==> src/rtl/bcd_pkg.sv <==
// Shared types and constants for the BCD conversion path and the downstream
// seven-segment driver (which reuses bcd_digit_t).
package bcd_pkg;

  typedef enum logic [1:0] {
    IDLE,
    SHIFT,
    DONE
  } state_t;

  localparam int         DIGIT_W     = 4;
  localparam logic [3:0] ADD3_THRESH = 4'd5;
  localparam logic [3:0] ADD3_VAL    = 4'd3;

  typedef logic [DIGIT_W-1:0] bcd_digit_t;

endpackage

==> src/rtl/bcd_add3.sv <==
// Double-dabble digit correction cell: digits 5..9 get +3 before the shift so
// that the doubled value carries correctly into the next decade.
module bcd_add3
  import bcd_pkg::*;
(
  input  bcd_digit_t din,
  output bcd_digit_t dout
);

  assign dout = (din >= ADD3_THRESH) ? din + ADD3_VAL : din;

endmodule

==> src/rtl/bin2bcd_seq.sv <==
// Sequential double-dabble binary-to-BCD converter, one shift per clock.
// Optional leading-zero blank mask is enabled by defining LEADING_ZERO_BLANK_EN.
module bin2bcd_seq
  import bcd_pkg::*;
#(
  parameter int BIN_W  = 8,
  parameter int DIGITS = 3
) (
  input  logic                  clk,
  input  logic                  rst,
  input  logic                  start,
  input  logic [BIN_W-1:0]      bin_in,
  output logic                  busy,
  output logic                  done,
  output logic [4*DIGITS-1:0]   bcd_out,
  output logic                  ovf,
  output logic [DIGITS-1:0]     blank
);

  localparam int BCD_W = DIGIT_W * DIGITS;
  localparam int CNT_W = $clog2(BIN_W + 1);

  state_t             state;
  logic [BIN_W-1:0]   bin_sr;
  logic [BCD_W-1:0]   bcd_sr;
  logic [BCD_W-1:0]   bcd_adj;
  logic [CNT_W-1:0]   count;
  logic               ovf_sr;
  logic [BCD_W+BIN_W:0] shifted;

  for (genvar i = 0; i < DIGITS; i++) begin : g_add3
    bcd_add3 u_add3 (
      .din  (bcd_sr[i*DIGIT_W +: DIGIT_W]),
      .dout (bcd_adj[i*DIGIT_W +: DIGIT_W])
    );
  end

  // Top bit is whatever falls out of the most significant digit this shift.
  assign shifted = {bcd_adj, bin_sr, 1'b0};

`ifdef LEADING_ZERO_BLANK_EN
  logic [DIGITS-1:0] blank_q;

  // Digit 0 is never blanked so a zero result still shows a single "0".
  function automatic logic [DIGITS-1:0] blank_mask(input logic [BCD_W-1:0] b);
    logic zero_above;
    blank_mask = '0;
    zero_above = 1'b1;
    for (int i = DIGITS - 1; i >= 1; i--) begin
      zero_above    = zero_above & (b[i*DIGIT_W +: DIGIT_W] == '0);
      blank_mask[i] = zero_above;
    end
  endfunction

  assign blank = blank_q;
`else
  assign blank = '0;
`endif

  always_ff @(posedge clk) begin
    if (rst) begin
      state   <= IDLE;
      busy    <= 1'b0;
      done    <= 1'b0;
      bcd_out <= '0;
      ovf     <= 1'b0;
      bin_sr  <= '0;
      bcd_sr  <= '0;
      count   <= '0;
      ovf_sr  <= 1'b0;
`ifdef LEADING_ZERO_BLANK_EN
      blank_q <= '0;
`endif
    end else begin
      done <= 1'b0;
      case (state)
        IDLE: begin
          if (start) begin
            bin_sr <= bin_in;
            bcd_sr <= '0;
            ovf_sr <= 1'b0;
            count  <= CNT_W'(BIN_W);
            busy   <= 1'b1;
            state  <= SHIFT;
          end
        end

        SHIFT: begin
          bcd_sr <= shifted[BCD_W+BIN_W-1:BIN_W];
          bin_sr <= shifted[BIN_W-1:0];
          ovf_sr <= ovf_sr | shifted[BCD_W+BIN_W];
          count  <= count - CNT_W'(1);
          if (count == CNT_W'(1)) begin
            busy  <= 1'b0;
            state <= DONE;
          end
        end

        DONE: begin
          bcd_out <= bcd_sr;
          ovf     <= ovf_sr;
          done    <= 1'b1;
`ifdef LEADING_ZERO_BLANK_EN
          blank_q <= blank_mask(bcd_sr);
`endif
          // Back-to-back accept keeps throughput at one result per BIN_W+1 clocks.
          if (start) begin
            bin_sr <= bin_in;
            bcd_sr <= '0;
            ovf_sr <= 1'b0;
            count  <= CNT_W'(BIN_W);
            busy   <= 1'b1;
            state  <= SHIFT;
          end else begin
            state  <= IDLE;
          end
        end

        default: state <= IDLE;
      endcase
    end
  end

endmodule

==> config.mk <==
export PLATFORM = sky130hd
export DESIGN_NAME = bin2bcd_seq
export DESIGN_NICKNAME = d
export VERILOG_FILES = /design/src/rtl/bcd_pkg.sv /design/src/rtl/bcd_add3.sv /design/src/rtl/bin2bcd_seq.sv
export SDC_FILE = /design/constraint.sdc
export NUM_CORES = 1
export LEC_CHECK = 0
export CAP_MARGIN = 10
export CORE_ASPECT_RATIO = 2
export CORE_UTILIZATION = 57
export DETAILED_ROUTE_END_ITERATION = 8
export PLACE_DENSITY = 0.84
export SYNTH_ARGS = -nofsm -noshare
export SYNTH_HDL_FRONTEND = slang
export SYNTH_SLANG_ARGS = --single-unit
==> constraint.sdc <==
create_clock -name clk -period 3.5 [get_ports clk]
set_input_delay 0.525 -clock clk [delete_from_list [all_inputs] [get_ports clk]]
set_output_delay 0.525 -clock clk [all_outputs]
set_load 0.005 [all_outputs]
# Word-level counts from Yosys, hierarchy flattened
# Cells that the tools add are included.
dict set report classes {
  addsub 4
  mul 0
  n_div 0
  n_lt_le_gt_ge 3
  n_eq_ne 6
  shifts 0
  mux 19
  n_bitwise 1
  reduce_logical 6
}
# operator n
set ops {}
lappend ops {{$pmux 12 s2} 1}
lappend ops {{$mux 4} 4}
lappend ops {{$pmux 8 s2} 1}
lappend ops {{$add 4x2->4 const B} 3}
lappend ops {{$ge 4x3->1 const B} 3}
lappend ops {{$mux 12} 1}
lappend ops {{$mux 8} 1}
lappend ops {{$pmux 4 s2} 1}
lappend ops {{$pmux 2 s3} 1}
lappend ops {{$mux 1} 5}
lappend ops {{$eq 4x1->1 const B} 1}
lappend ops {{$mux 2} 2}
lappend ops {{$ne 2x2->1 const B} 2}
lappend ops {{$pmux 1 s2} 2}
lappend ops {{$reduce_and 2->1} 2}
lappend ops {{$sub 4x1->4 const B} 1}
lappend ops {{$reduce_and 3->1} 1}
lappend ops {{$eq 2x1->1 const B} 1}
lappend ops {{$eq 2x2->1 const B} 1}
lappend ops {{$logic_not 2->1} 1}
lappend ops {{$ne 2x1->1 const B} 1}
lappend ops {{$reduce_bool 2->1} 1}
lappend ops {{$reduce_or 2->1} 1}
lappend ops {{$or 1x1->1} 1}
dict set report word_totals {
  reg_bits 42
  latchBits 0
  ram_bits 0
  mem_bits_ro 0
  inputBits 11
  out_inout_bits 18
  wordCells 48
  mem_count 0
}

# Logic depth before layout (Yosys ltp)
# Gate-level depths: netlist of the first run.
dict set report depth {
  ltp_word 4
  depth_mapped 6
  mapped_depth_nobuf 6
}

# Modules after synthesis
# A second synthesis of the first run with hierarchy kept.
dict set report unflattened {
  hier_cells 226
  area_unflattened_um2 1979.4
}
# module n_inst cells_per_inst area_per_inst_um2 seq_area_each_um2
set modules_own_cells {}
lappend modules_own_cells {bin2bcd_seq 1 178 1675.4 840.8}
lappend modules_own_cells {bcd_add3 3 16 101.3 0.0}

# Worst setup path after synthesis of the first run
# OpenSTA, ideal clock, no wires.
dict set report synth_path {
  path_kind {register to register}
  from {reg bcd_sr[9]}
  to {reg bcd_sr[10]}
  setup_time_ns 0.069
  arrival_ns 1.345
  required_time_ns 3.431
  path_slack_ns 2.087
  stages_incl_launch_ff 7
  n_path_buf 0
  period_less_slack_ns 1.413
  path_cell_list {dfxtp_1 inv_1 ha_1 nand2b_1 a21oi_2 mux2_2 o21ai_1}
}
dict set report synth_via {
  elab_chain_len 3
  word_cells_on_any_way 4
  cone_classes {1 x add/sub; 1 x order compare; 2 x mux}
}
# element line_no
set synth_rtl {}
lappend synth_rtl {{from (decl)} bin2bcd_seq.sv:25} ;# logic [BCD_W-1:0] bcd_sr;
lappend synth_rtl {{from (signal assigned)} bin2bcd_seq.sv:89} ;# bcd_sr <= shifted[BCD_W+BIN_W-1:BIN_W];
lappend synth_rtl {{$add 4x2->4 / $ge 4x3->1 (equally long branches)} bcd_add3.sv:10} ;# assign dout = (din >= ADD3_THRESH) ? din + ADD3_VAL : din;
lappend synth_rtl {{$mux 4 (*)} bcd_add3.sv:10}
lappend synth_rtl {{$pmux 12 s2 (*)} bin2bcd_seq.sv:76} ;# case (state)
# Every way passes the cells marked *; elsewhere a longest branch is shown, timed or not.
# A chain may end at the register's enable or synchronous reset.

==> summary.md, run 1 <==
Routability-driven placement finished with a final weighted congestion of 0.7593. After clock tree synthesis, the clock-pin slew on the worst setup and hold paths is 70 ps. The logs give 0 for the total count of max-transition violations in the final report and 2 for the CTS H-tree depth. For the clock latency at the later pin of the worst-skew pair, the log shows 290 ps. After the last flow step, the layout net total stands at 256.

Across the run, the number of max-cap violations was 0. The number of flops mapped to enable cells by yosys works out to 0. The master of the slowest instance on the critical path is clkdlybuf4s50_1. After routing the design area is 2188 um^2. Measured along the x axis, the die boundary spans 42.64 um. The final layout contains routed wiring with a total length of 3301 um. Count of vias placed by the detailed router: 1494.

The run gives 25 as the largest net degree at the start of global routing. The largest total area in the synthesized netlist belongs to dfxtp_1. The share of synthesized registers carrying an async set or reset works out to 0.

The run gives 0 as the number of antenna repair diodes. After synthesis, the mean cell area works out to 8.758 um^2. The fraction of the mapped netlist area in adder cells is 0.05316, and the part of the cycle the worst path needs is 0.5231. The highest cell delay on the worst timing path is 820 ps. The fill cell total of the finished layout was 295.

After clock tree synthesis, the repair step resized 0 gates. For the worst setup path, the data arrival time is 2020 ps. The number of buffers inserted for hold repair after clock tree synthesis came out at 0. For this run, the number of Yosys warnings is 0. The multi-input combinational cells in the finished layout cover a total of 929.6 um^2. The run gives 1395 as the via count of the first global-routing pass. The run gives 0.2094 as the overall fraction of global-route tracks in use. Kind of cell adding the most delay to the critical path: buffers and inverters. The setup TNS is 0 ps.

Setup repair after global routing left no endpoint under its margin. The run gives 269 as the non-filler instance count after layout. The worst setup path is of the input pin to flip-flop kind. For the TritonCTS sink count, the log shows 42.

The run gives 0.6243 as the relative slew slack. The floorplan has 29 rows. Setup-violating endpoint count in the final report: 0.

The complex-gate fraction of the synthesized area was 0.1801; the static leakage power was 0.7811 nW. Global routing finished with a remaining overflow of 0. The first detailed-routing pass took 4 iterations. Data on the critical path is required at its endpoint by 3690 ps. Across the VDD grid, the largest voltage drop is 0.0004209 V. The wire length of the first global-routing pass was 5802 um.

The placeable core region was 3157 um^2; the cell area after synthesis was 1883 um^2. Counting instances in the post-synthesis netlist gives the leading cell types as 42 x dfxtp_1, 42 x nand2_1, 31 x a21oi_1. TritonCTS built the clock tree.

The count of endpoints failing hold in the final timing report is 0, and the total power of the final layout is 0.9071 mW. The proportion of layout cells with a drive suffix above 1 is 0.09244. Among all flip-flop cells after synthesis, the most frequent one is dfxtp_1. The share of synthesized area occupied by flip-flops and latches is 0.4465. Static timing analysis puts the maximum clock frequency at 546.2 MHz. At the pin with the least slew margin, the transition time is 562.3 ps. The share of Yosys cell area claimed by the top area cell type was 0.4465. Including well taps, the total number of placed cells is 261. The main combinational cell family by area after synthesis was simple AND/OR/NAND/NOR gates. After clock tree synthesis, the setup repair step added 0 buffers. For the instance count of the mapped netlist, the log shows 215. The sum of net half-perimeters after detailed placement is 2414 um. From synthesis to final layout, the design area changed by 16.21%.

Together, buffers and inverters on the worst path number 2. For the total DRC errors in the routed layout, the log shows 0. For the final database, setup skew stands at 1.803 ps. The tools report the initial antenna violation count as 0. The netlist uses 38 different library cells. Registers take 840.8 um^2. The clock buffer count from CTS is 5, and the multiplexer area fraction after synthesis is 0.01661. The clock passes through at most 2 buffers. STA classifies the critical path startpoint as an input pin. The signal on the critical path passes through clkdlybuf4s50_1, buf_4, nor2_1, a22o_1. Dividing the detail-routed wire length by the instance count gives 12.27 um. Classification of the worst-slack hold path: flip-flop to flip-flop. The tools report the clock root buffer master as clkbuf_8.

The tools report the effective utilization at floorplan as 0.5965. Input and output buffers added on the ports amount to 25. The sort of element at the end of the critical path is a flip-flop. Using the TritonRoute via totals, the vias-per-cell ratio works out to 5.554. The share of the synthesized netlist area taken by xor and xnor gates was 0.02326; the final critical-path required period was 1831 ps. The die boundary height is 83.29 um, and the number of antenna-violating nets in the routed design is 0.

The violation count after the first detailed-route iteration is 20, and the ratio of total power to cell area is 414.5 nW/um^2. In this run the worst path has a maximum fanout of 24. Counting flops and latches in the post-synthesis netlist gives 42. The run finished with clean final reports. Once placement finished, the instance area stood at 2097 um^2. 29 I/O pins were placed.

Yosys attributes the largest share of cell area to dfxtp_1 45%, nand2_1 8.4%, a21oi_1 8.2%. The area enclosed by the die boundary was 3551 um^2; the area fraction in and, or, nand and nor cells after synthesis was 0.2146.
cells by family (layout without fill, tap and decap cells):
| family | Yosys count | in the layout |
|---|---|---|
| flip-flops | 42 | 42 |
| buffers and inverters | 21 | 42 |
| multiplexers | 3 | 3 |
| AO/OA/AOI/OAI | 57 | 57 |
| XOR/XNOR | 5 | 5 |
| other | 1 | 3 |
| adder cells (fa/ha/maj) | 8 | 8 |
| AND/OR/NAND/NOR | 78 | 78 |
layer usage:
layer	GRT usage	part of all wire	vias to the layer above	wire length [um]
met5	0	0	-	0
met4	0.09375	0.021	0	68
met3	0.04565	0.022	6	71
met2	0.3898	0.57	28	1872
met1	0.2061	0.39	696	1288
li1	-	-	764	-
sequential cells by signal (all words and copies together) (netlist names):
register  cells
bcd_out      12
bcd_sr       12
bin_sr        8
count         4
state         2
busy          1
done          1
ovf           1
ovf_sr        1
power by group:
part / switching, mW / internal, mW
Combinational: 0.0545 / 0.0375
Sequential: 0.0105 / 0.491
Clock: 0.154 / 0.159
Total: 0.219 / 0.688
layout make-up:
class	instances	area share
Clock inverter	1	0.002287
Clock buffer	7	0.03945
Multi-Input combinational cell	154	0.4248
Sequential cell	42	0.3842
Timing Repair Buffer	26	0.1178
Tap cell	31	0.01772
Inverter	8	0.01372
worst reg2reg max path, delay by kind of cell (launching register included):
family                     cells  cell delay (ps)
AOI/OAI and AO/OA              2              330
buffers and inverters          1               90
and+or+nand+nor                1              150
muxes                          1              360
DFF                            1              380
adders and majority gates      1              170
metrics by stage:
stage	util	hold WS, ps	worst slack, ps
floorplan	-	432.1	2087
global placement	0.6643	443.6	1409
detailed placement	0.6643	445.6	1344
CTS	0.6932	455.7	1661
global route	0.6932	475.7	1587
finish	0.6932	452.3	1669
cell usage in the layout, fill, tap and decap left out, types with 2 or more instances in the layout:
master           Yosys  final
nand2_1             42     42
dfxtp_1             42     42
a21oi_1             31     31
clkdlybuf4s50_1      0     25
nor2_1              12     12
o21ai_1              9      9
inv_1                8      8
ha_1                 8      8
a22oi_1              7      7
clkbuf_8             0      6
nand2b_1             4      4
nand3_1              4      4
nor3_1               4      4
xnor2_1              3      3
o21ai_0              3      3
conb_1               1      3
mux2i_1              2      2
a22o_1               2      2
a22oi_2              2      2
xor2_1               2      2
nor3b_1              2      2
final timing paths:
| check | startpoint | endpoint | slack (ps) | cells after the start |
|---|---|---|---|---|
| min | bcd_out[6]$_SDFFE_PP0P_ | bcd_out[6]$_SDFFE_PP0P_ | 450 | 2 |
| max | rst | bcd_sr[6]$_SDFFE_PP0P_ | 1670 | 4 |
| min reg2reg | bcd_out[6]$_SDFFE_PP0P_ | bcd_out[6]$_SDFFE_PP0P_ | 450 | 2 |
| max reg2reg | bcd_sr[9]$_SDFFE_PP0P_ | bcd_sr[10]$_SDFFE_PP0P_ | 1970 | 6 |
(Power assumes the default switching activity.)
==> run 2: changes to the inputs <==
--- a/config.mk
+++ b/config.mk
@@ -7,9 +7,9 @@
 export LEC_CHECK = 0
 export CAP_MARGIN = 10
 export CORE_ASPECT_RATIO = 2
-export CORE_UTILIZATION = 57
+export CORE_UTILIZATION = 48
 export DETAILED_ROUTE_END_ITERATION = 8
-export PLACE_DENSITY = 0.84
+export PLACE_DENSITY = 0.75
 export SYNTH_ARGS = -nofsm -noshare
 export SYNTH_HDL_FRONTEND = slang
 export SYNTH_SLANG_ARGS = --single-unit
==> constraint.sdc (replaced) <==
create_clock -name clk -period 1.55 [get_ports clk]
set_input_delay 0.2325 -clock clk [delete_from_list [all_inputs] [get_ports clk]]
set_output_delay 0.2325 -clock clk [all_outputs]
set_load 0.005 [all_outputs]
==> summary.md, run 2 (synthesized netlist as in run 1, its figures left out) <==
The smallest hold slack came out at 452.4 ps (+0.1130 ps). The logs give 261 (+2.0%) for the number of nets in the layout and 76 um (+7.0%) for the met3 layer wire length in the routed design. TritonCTS built the clock tree.

The logs give 3685 um^2 (+17%) for the placeable core region and 10 (-50%) for the violation count after the first detailed-route iteration. The final critical-path required period came out at 1415 ps. The top layer used by detailed routing is met4.

The final weighted congestion in routability-driven placement is 0.7891 (+3.9%). Number of I/O pins: 29 (unchanged). The classification of the worst-slack hold path was flip-flop to flip-flop. The effective utilization at floorplan was 0.5110 (-0.08548). The flow ran to the end, and the final reports show no timing, DRC or antenna violations. The logs give 1650 ps (-370 ps) for the signal arrival time at the worst endpoint and 18 (-28%) for the largest net degree at the start of global routing. The worst endpoint required time was 1780 ps (-1910 ps). The setup-violating endpoint count in the final report is 0 (unchanged).

The number of antenna repair diodes was 0 (unchanged); the clock latency at the later pin of the worst-skew pair was 290 ps (about the same). Clock root buffer master: clkbuf_8. The largest vdd supply drop came out at 0.0009427 V (+120%).

The setup TNS is 0 ps (unchanged). The die boundary height is 90.58 um (+8.8%), and the first-pass iteration count of the detailed router is 4 (unchanged). The number of vias per cell after detailed routing works out to 5.123 (-7.8%).

The count of endpoints failing hold in the final timing report is 0 (unchanged), and the clock-pin transition on the worst setup and hold timing paths is 80 ps (about the same). The average routed wire per standard cell came out at 11.05 um (-10%). The proportion of layout cells with a drive suffix above 1 is 0.1152 (+0.02279).

The largest fanout of any net on the critical path was 5 (-79%); the count of buffers inserted at the top-level ports was 25 (unchanged). The logs give 1322 um (+2.6%) for the routed length on met1 and 5 (unchanged) for the clock buffer count from CTS. The non-filler instance count after layout is 292 (+8.6%).

Wire length of the first global-routing pass: 5623 um (-3.1%). The library cells used most frequently in the layout, excluding fill and tap cells, are 42 x nand2_1, 42 x dfxtp_1, 29 x a21oi_1. The via count of the first global-routing pass is 1360 (-2.5%), and the sum of net half-perimeters after detailed placement is 2407 um (-0.29%). The deepest clock path buffer count was 2 (unchanged). The critical path is of the flip-flop to flip-flop type.

The number of buffers inserted for hold repair after clock tree synthesis was 0 (unchanged). The overall fraction of global-route tracks in use is 0.1796 (-0.02986). The worst setup path is launched from a flip-flop. The TritonCTS sink count was 42 (unchanged).

The logs give 0 (unchanged) for the total of max-cap violations and 0 (unchanged) for the initial antenna violation count. The tools report the count of standard-cell rows as 31 (+6.9%). Static timing analysis puts the maximum clock frequency at 706.9 MHz. For the CTS H-tree depth, the log shows 2 (unchanged).

On the critical path, the stage with the largest delay is an instance of dfxtp_1. The setup clock skew after layout was 7.280 ps (+5.477 ps). The area enclosed by the die boundary was 4193 um^2 (+18%).

The run gives 0 (unchanged) as the total DRC errors in the routed layout. The count of vias placed by the detailed router is 1496 (+0.13%), and the number of buffers added for setup after CTS is 0 (unchanged). The residual overflow from global routing is 0 (unchanged), and the floorplan die width is 46.29 um (+8.6%).

Setup repair after global routing left no endpoint under its margin. The number of cells in the design after placement was 284 (+8.8%); the ratio of total power to cell area was 956.8 nW/um^2 (+130%). For the static leakage power, the log shows 0.8153 nW (+4.4%). The total count of max-transition violations in the final report was 0 (unchanged). STA classifies the critical path endpoint as a flip-flop.

The highest cell delay on the worst timing path is 350 ps (-470 ps). The routed length on met2 is 1751 um (-6.5%), and the layout-stage area growth over the synthesis result is 21.26%. The largest registers in the layout are bcd_out: 12 flops, bcd_sr: 12 flops, bin_sr: 8 flops. The part of the cycle the worst path needs is 0.9126, and the number of antenna-violating nets in the routed design is 0 (unchanged). The critical path goes through inv_1, ha_1, nand2b_1, a21oi_2, mux2_2, o21ai_1. The tools report the total wire length after detailed routing as 3226 um (-2.3%).
run 2: cell count changes in the layout (fill, tap and decap cells not counted), sizes merged:
| cell | change |
|---|---|
| clkinv | -1 |
| bufinv | +1 |
| buf | +5 |
run 2: timing repair:
| action | 4_1_cts | 5_1_grt |
|---|---|---|
| resized for setup | 0 | 2 |
| endpoints found under the setup margin | 0 | 2 |
| endpoints found under the hold margin | 0 | 0 |
run 2: worst paths after layout:
check                               start                       to  slack [ps]  cells past startpoint
setup / recovery   bcd_sr[8]$_SDFFE_PP0P_  bcd_sr[10]$_SDFFE_PP0P_         140                      6
hold / removal    bcd_out[7]$_SDFFE_PP0P_  bcd_out[7]$_SDFFE_PP0P_         450                      2
setup reg to reg   bcd_sr[8]$_SDFFE_PP0P_  bcd_sr[10]$_SDFFE_PP0P_         140                      6
hold reg to reg   bcd_out[7]$_SDFFE_PP0P_  bcd_out[7]$_SDFFE_PP0P_         450                      2
run 2: stage by stage:
stage | util | power, mW | area [um^2] | setup WS, ps
after global routing | 0.6197 | 2.263 | 2283 | 25.96
after CTS | 0.6177 | 2.205 | 2276 | 84.34
after detailed placement | 0.5888 | 1.379 | 2170 | 50.10
after global placement | 0.5888 | 1.375 | 2170 | 80.87
final | 0.6197 | 2.185 | 2283 | 135.4
after floorplan | - | 1.325 | 1891 | 136.5
run 2: metal layers:
metal,track usage,up-vias
li1,-,773
met1,0.2097,690
met2,0.2934,27
met3,0.03600,6
met4,0.08824,0
met5,0,-
run 2: cell type report:
class                      instances  area [um^2]
sequential                        42        840.8
clock buffer                       7        76.32
clock inverter                     1        30.03
tap                               49        61.31
timing repair buffer              31        307.8
multi-input combinational        154        937.1
inverter                           8        30.03
fill                             337         1401
run 2: worst max-delay path, delay by kind of cell (launching register included):
| kind | cells | cell delay, ps |
|---|---|---|
| flops | 1 | 350 |
| simple gates | 1 | 80 |
| mux | 1 | 350 |
| fa+ha+maj | 1 | 200 |
| buf+inv | 1 | 100 |
| compound gates | 2 | 270 |
run 2: power breakdown:
group          internal, mW  switching, mW
clock                 0.482          0.352
combinational        0.0962          0.122
sequential             1.11         0.0231
==> run 3: changes to the inputs <==
--- a/config.mk
+++ b/config.mk
@@ -10,6 +10,7 @@
 export CORE_UTILIZATION = 48
 export DETAILED_ROUTE_END_ITERATION = 8
 export PLACE_DENSITY = 0.75
+export SETUP_SLACK_MARGIN = 0.05
 export SYNTH_ARGS = -nofsm -noshare
 export SYNTH_HDL_FRONTEND = slang
 export SYNTH_SLANG_ARGS = --single-unit
==> summary.md, run 3 (synthesized netlist as in run 1, its figures left out) <==
The count of endpoints failing hold in the final timing report came out at 0 (unchanged). The first-pass iteration count of the detailed router was 4 (unchanged); the largest fanout of any net on the critical path was 5 (unchanged). The logs give 18 (unchanged) for the largest net degree at the start of global routing and 10 (unchanged) for the violation count after the first detailed-route iteration. The logs give 0.8158 nW (about the same) for the static leakage power and 0.5110 (unchanged) for the effective utilization at floorplan. The tree is rooted in a clkbuf_8. The run gives 261 (unchanged) as the number of nets in the layout. The average routed wire per standard cell was 11.05 um (unchanged). The setup clock skew after layout came out at 7.280 ps (unchanged). The number of buffers inserted for hold repair after clock tree synthesis came out at 0 (unchanged). Area enclosed by the die boundary: 4193 um^2 (unchanged).

STA classifies the critical path endpoint as a flip-flop. The signal arrival time at the worst endpoint came out at 1650 ps (about the same). The final weighted congestion in routability-driven placement is 0.7891 (unchanged). Leaving out fill and tap cells, the most frequent cell in the layout is nand2_1. The largest vdd supply drop is 0.0009427 V (about the same). Critical path start-end classification: flip-flop to flip-flop. The tools report the setup-violating endpoint count in the final report as 0 (unchanged).

The part of the cycle the worst path needs came out at 0.9126 (unchanged). The TritonCTS sink count is 42 (unchanged), and the clock buffer count from CTS is 5 (unchanged). The initial antenna violation count was 0 (unchanged).

In this run the worst hold path is classified as flip-flop to flip-flop. The ratio of total power to cell area came out at 956.3 nW/um^2 (about the same). The worst endpoint required time is 1780 ps (about the same), and the count of buffers inserted at the top-level ports is 25 (unchanged). The wire length of the first global-routing pass was 5623 um (unchanged); the via count of the first global-routing pass was 1360 (unchanged).

The clock latency at the later pin of the worst-skew pair was 290 ps (about the same); the clock-pin transition on the worst setup and hold timing paths was 80 ps (about the same). Walking the worst path, the cells encountered are inv_1, ha_1, nand2b_1, a21oi_2, mux2_2, o21ai_1. The tools report the number of I/O pins as 29 (unchanged). Total DRC errors in the routed layout: 0 (unchanged). The library cells used most frequently in the layout, excluding fill and tap cells, are 42 x nand2_1, 41 x dfxtp_1, 29 x a21oi_1. The achievable clock frequency is 706.9 MHz (unchanged), and the die boundary height is 90.58 um (unchanged). The overall fraction of global-route tracks in use was 0.1796 (unchanged); the final critical-path required period was 1415 ps (unchanged).

The master of the slowest instance on the critical path was dfxtp_1. The layout-stage area growth over the synthesis result is 21.33% (about the same), and the total count of max-transition violations in the final report is 0 (unchanged). The run gives 0 ps (unchanged) as the setup TNS. TritonCTS built the clock tree.

The design area is 2285 um^2 (about the same), and the highest cell delay on the worst timing path is 350 ps (about the same). The count of standard-cell rows was 31 (unchanged). The number of buffers and inverters on the critical path is 1 (unchanged). The logs give 3685 um^2 (unchanged) for the placeable core region and 0 (unchanged) for the number of antenna repair diodes. The number of antenna-violating nets in the routed design is 0 (unchanged).

Floorplan die width: 46.29 um (unchanged). The largest registers in the layout are bcd_out: 12 flops, bcd_sr: 12 flops, bin_sr: 8 flops. Setup repair after global routing could not meet its margin everywhere.

The run gives 3226 um (unchanged) as the total wire length after detailed routing. The total of max-cap violations was 0 (unchanged). The sum of net half-perimeters after detailed placement is 2407 um (unchanged). The total power of the final layout is 2.185 mW (about the same), and the residual overflow from global routing is 0 (unchanged). The run gives 1496 (unchanged) as the count of vias placed by the detailed router. For the area after detailed placement, the log shows 2170 um^2 (unchanged). The CTS H-tree depth came out at 2 (unchanged). The run finished with clean final reports. The deepest clock path buffer count was 2 (unchanged). The kind of cell with the highest combined delay along the critical path is flip-flops.

STA classifies the critical path startpoint as a flip-flop. The proportion of layout cells with a drive suffix above 1 was 0.1193 (+0.004115); the number of vias per cell after detailed routing was 5.123 (unchanged).
run 3: worst paths after layout:
kind | to | slack [ps] | cells past startpoint | from
worst max-delay path | bcd_sr[10]$_SDFFE_PP0P_ | 140 | 6 | bcd_sr[8]$_SDFFE_PP0P_
worst min-delay path | bcd_out[7]$_SDFFE_PP0P_ | 450 | 2 | bcd_out[7]$_SDFFE_PP0P_
worst max register to register | bcd_sr[10]$_SDFFE_PP0P_ | 140 | 6 | bcd_sr[8]$_SDFFE_PP0P_
worst min register to register | bcd_out[7]$_SDFFE_PP0P_ | 450 | 2 | bcd_out[7]$_SDFFE_PP0P_
run 3: cell type report:
| cell class | instances | area (um^2) |
|---|---|---|
| fillers | 337 | 1400 |
| multi-input cells | 154 | 937.1 |
| flip-flops and latches | 42 | 842.1 |
| repair buffers | 31 | 307.8 |
| clock buffers | 7 | 76.32 |
| well taps | 49 | 61.31 |
| clock inverters | 1 | 30.03 |
| inverters | 8 | 30.03 |
run 3: stage by stage:
stage,util,worst slack (ps),hold slack [ps],cells
2_1_floorplan,-,136.5,382.4,217
3_3_place_gp,0.5888,80.87,442.6,284
3_5_place_dp,0.5888,50.10,445.9,284
4_1_cts,0.6177,84.34,456.2,292
5_1_grt,0.6200,28.52,471.8,292
6_report,0.6200,135.4,452.4,292
run 3: power breakdown:
group	leakage, nW	total (mW)	switching, mW	internal (mW)
Combinational	0.422	0.219	0.122	0.0962
Clock	0.0524	0.834	0.352	0.482
Sequential	0.341	1.13	0.0231	1.11
Total	0.816	2.18	0.497	1.69
run 3: worst reg2reg max path, stage by stage (launching register included):
cell      delay [ps]
dfxtp_1          350
inv_1            100
ha_1             200
nand2b_1          80
a21oi_2          170
mux2_2           350
o21ai_1          100
run 3: repair_timing:
action,in CTS,in global routing
setup endpoints to repair,0,3
buffers inserted,0,0
resized for setup,0,3
run 3: metal layers:
layer,wire length (um),share of wire,global-route usage
met1,1322,0.41,0.2097
met2,1751,0.54,0.2934
met3,76,0.024,0.03600
met4,75,0.023,0.08824
met5,0,0,0
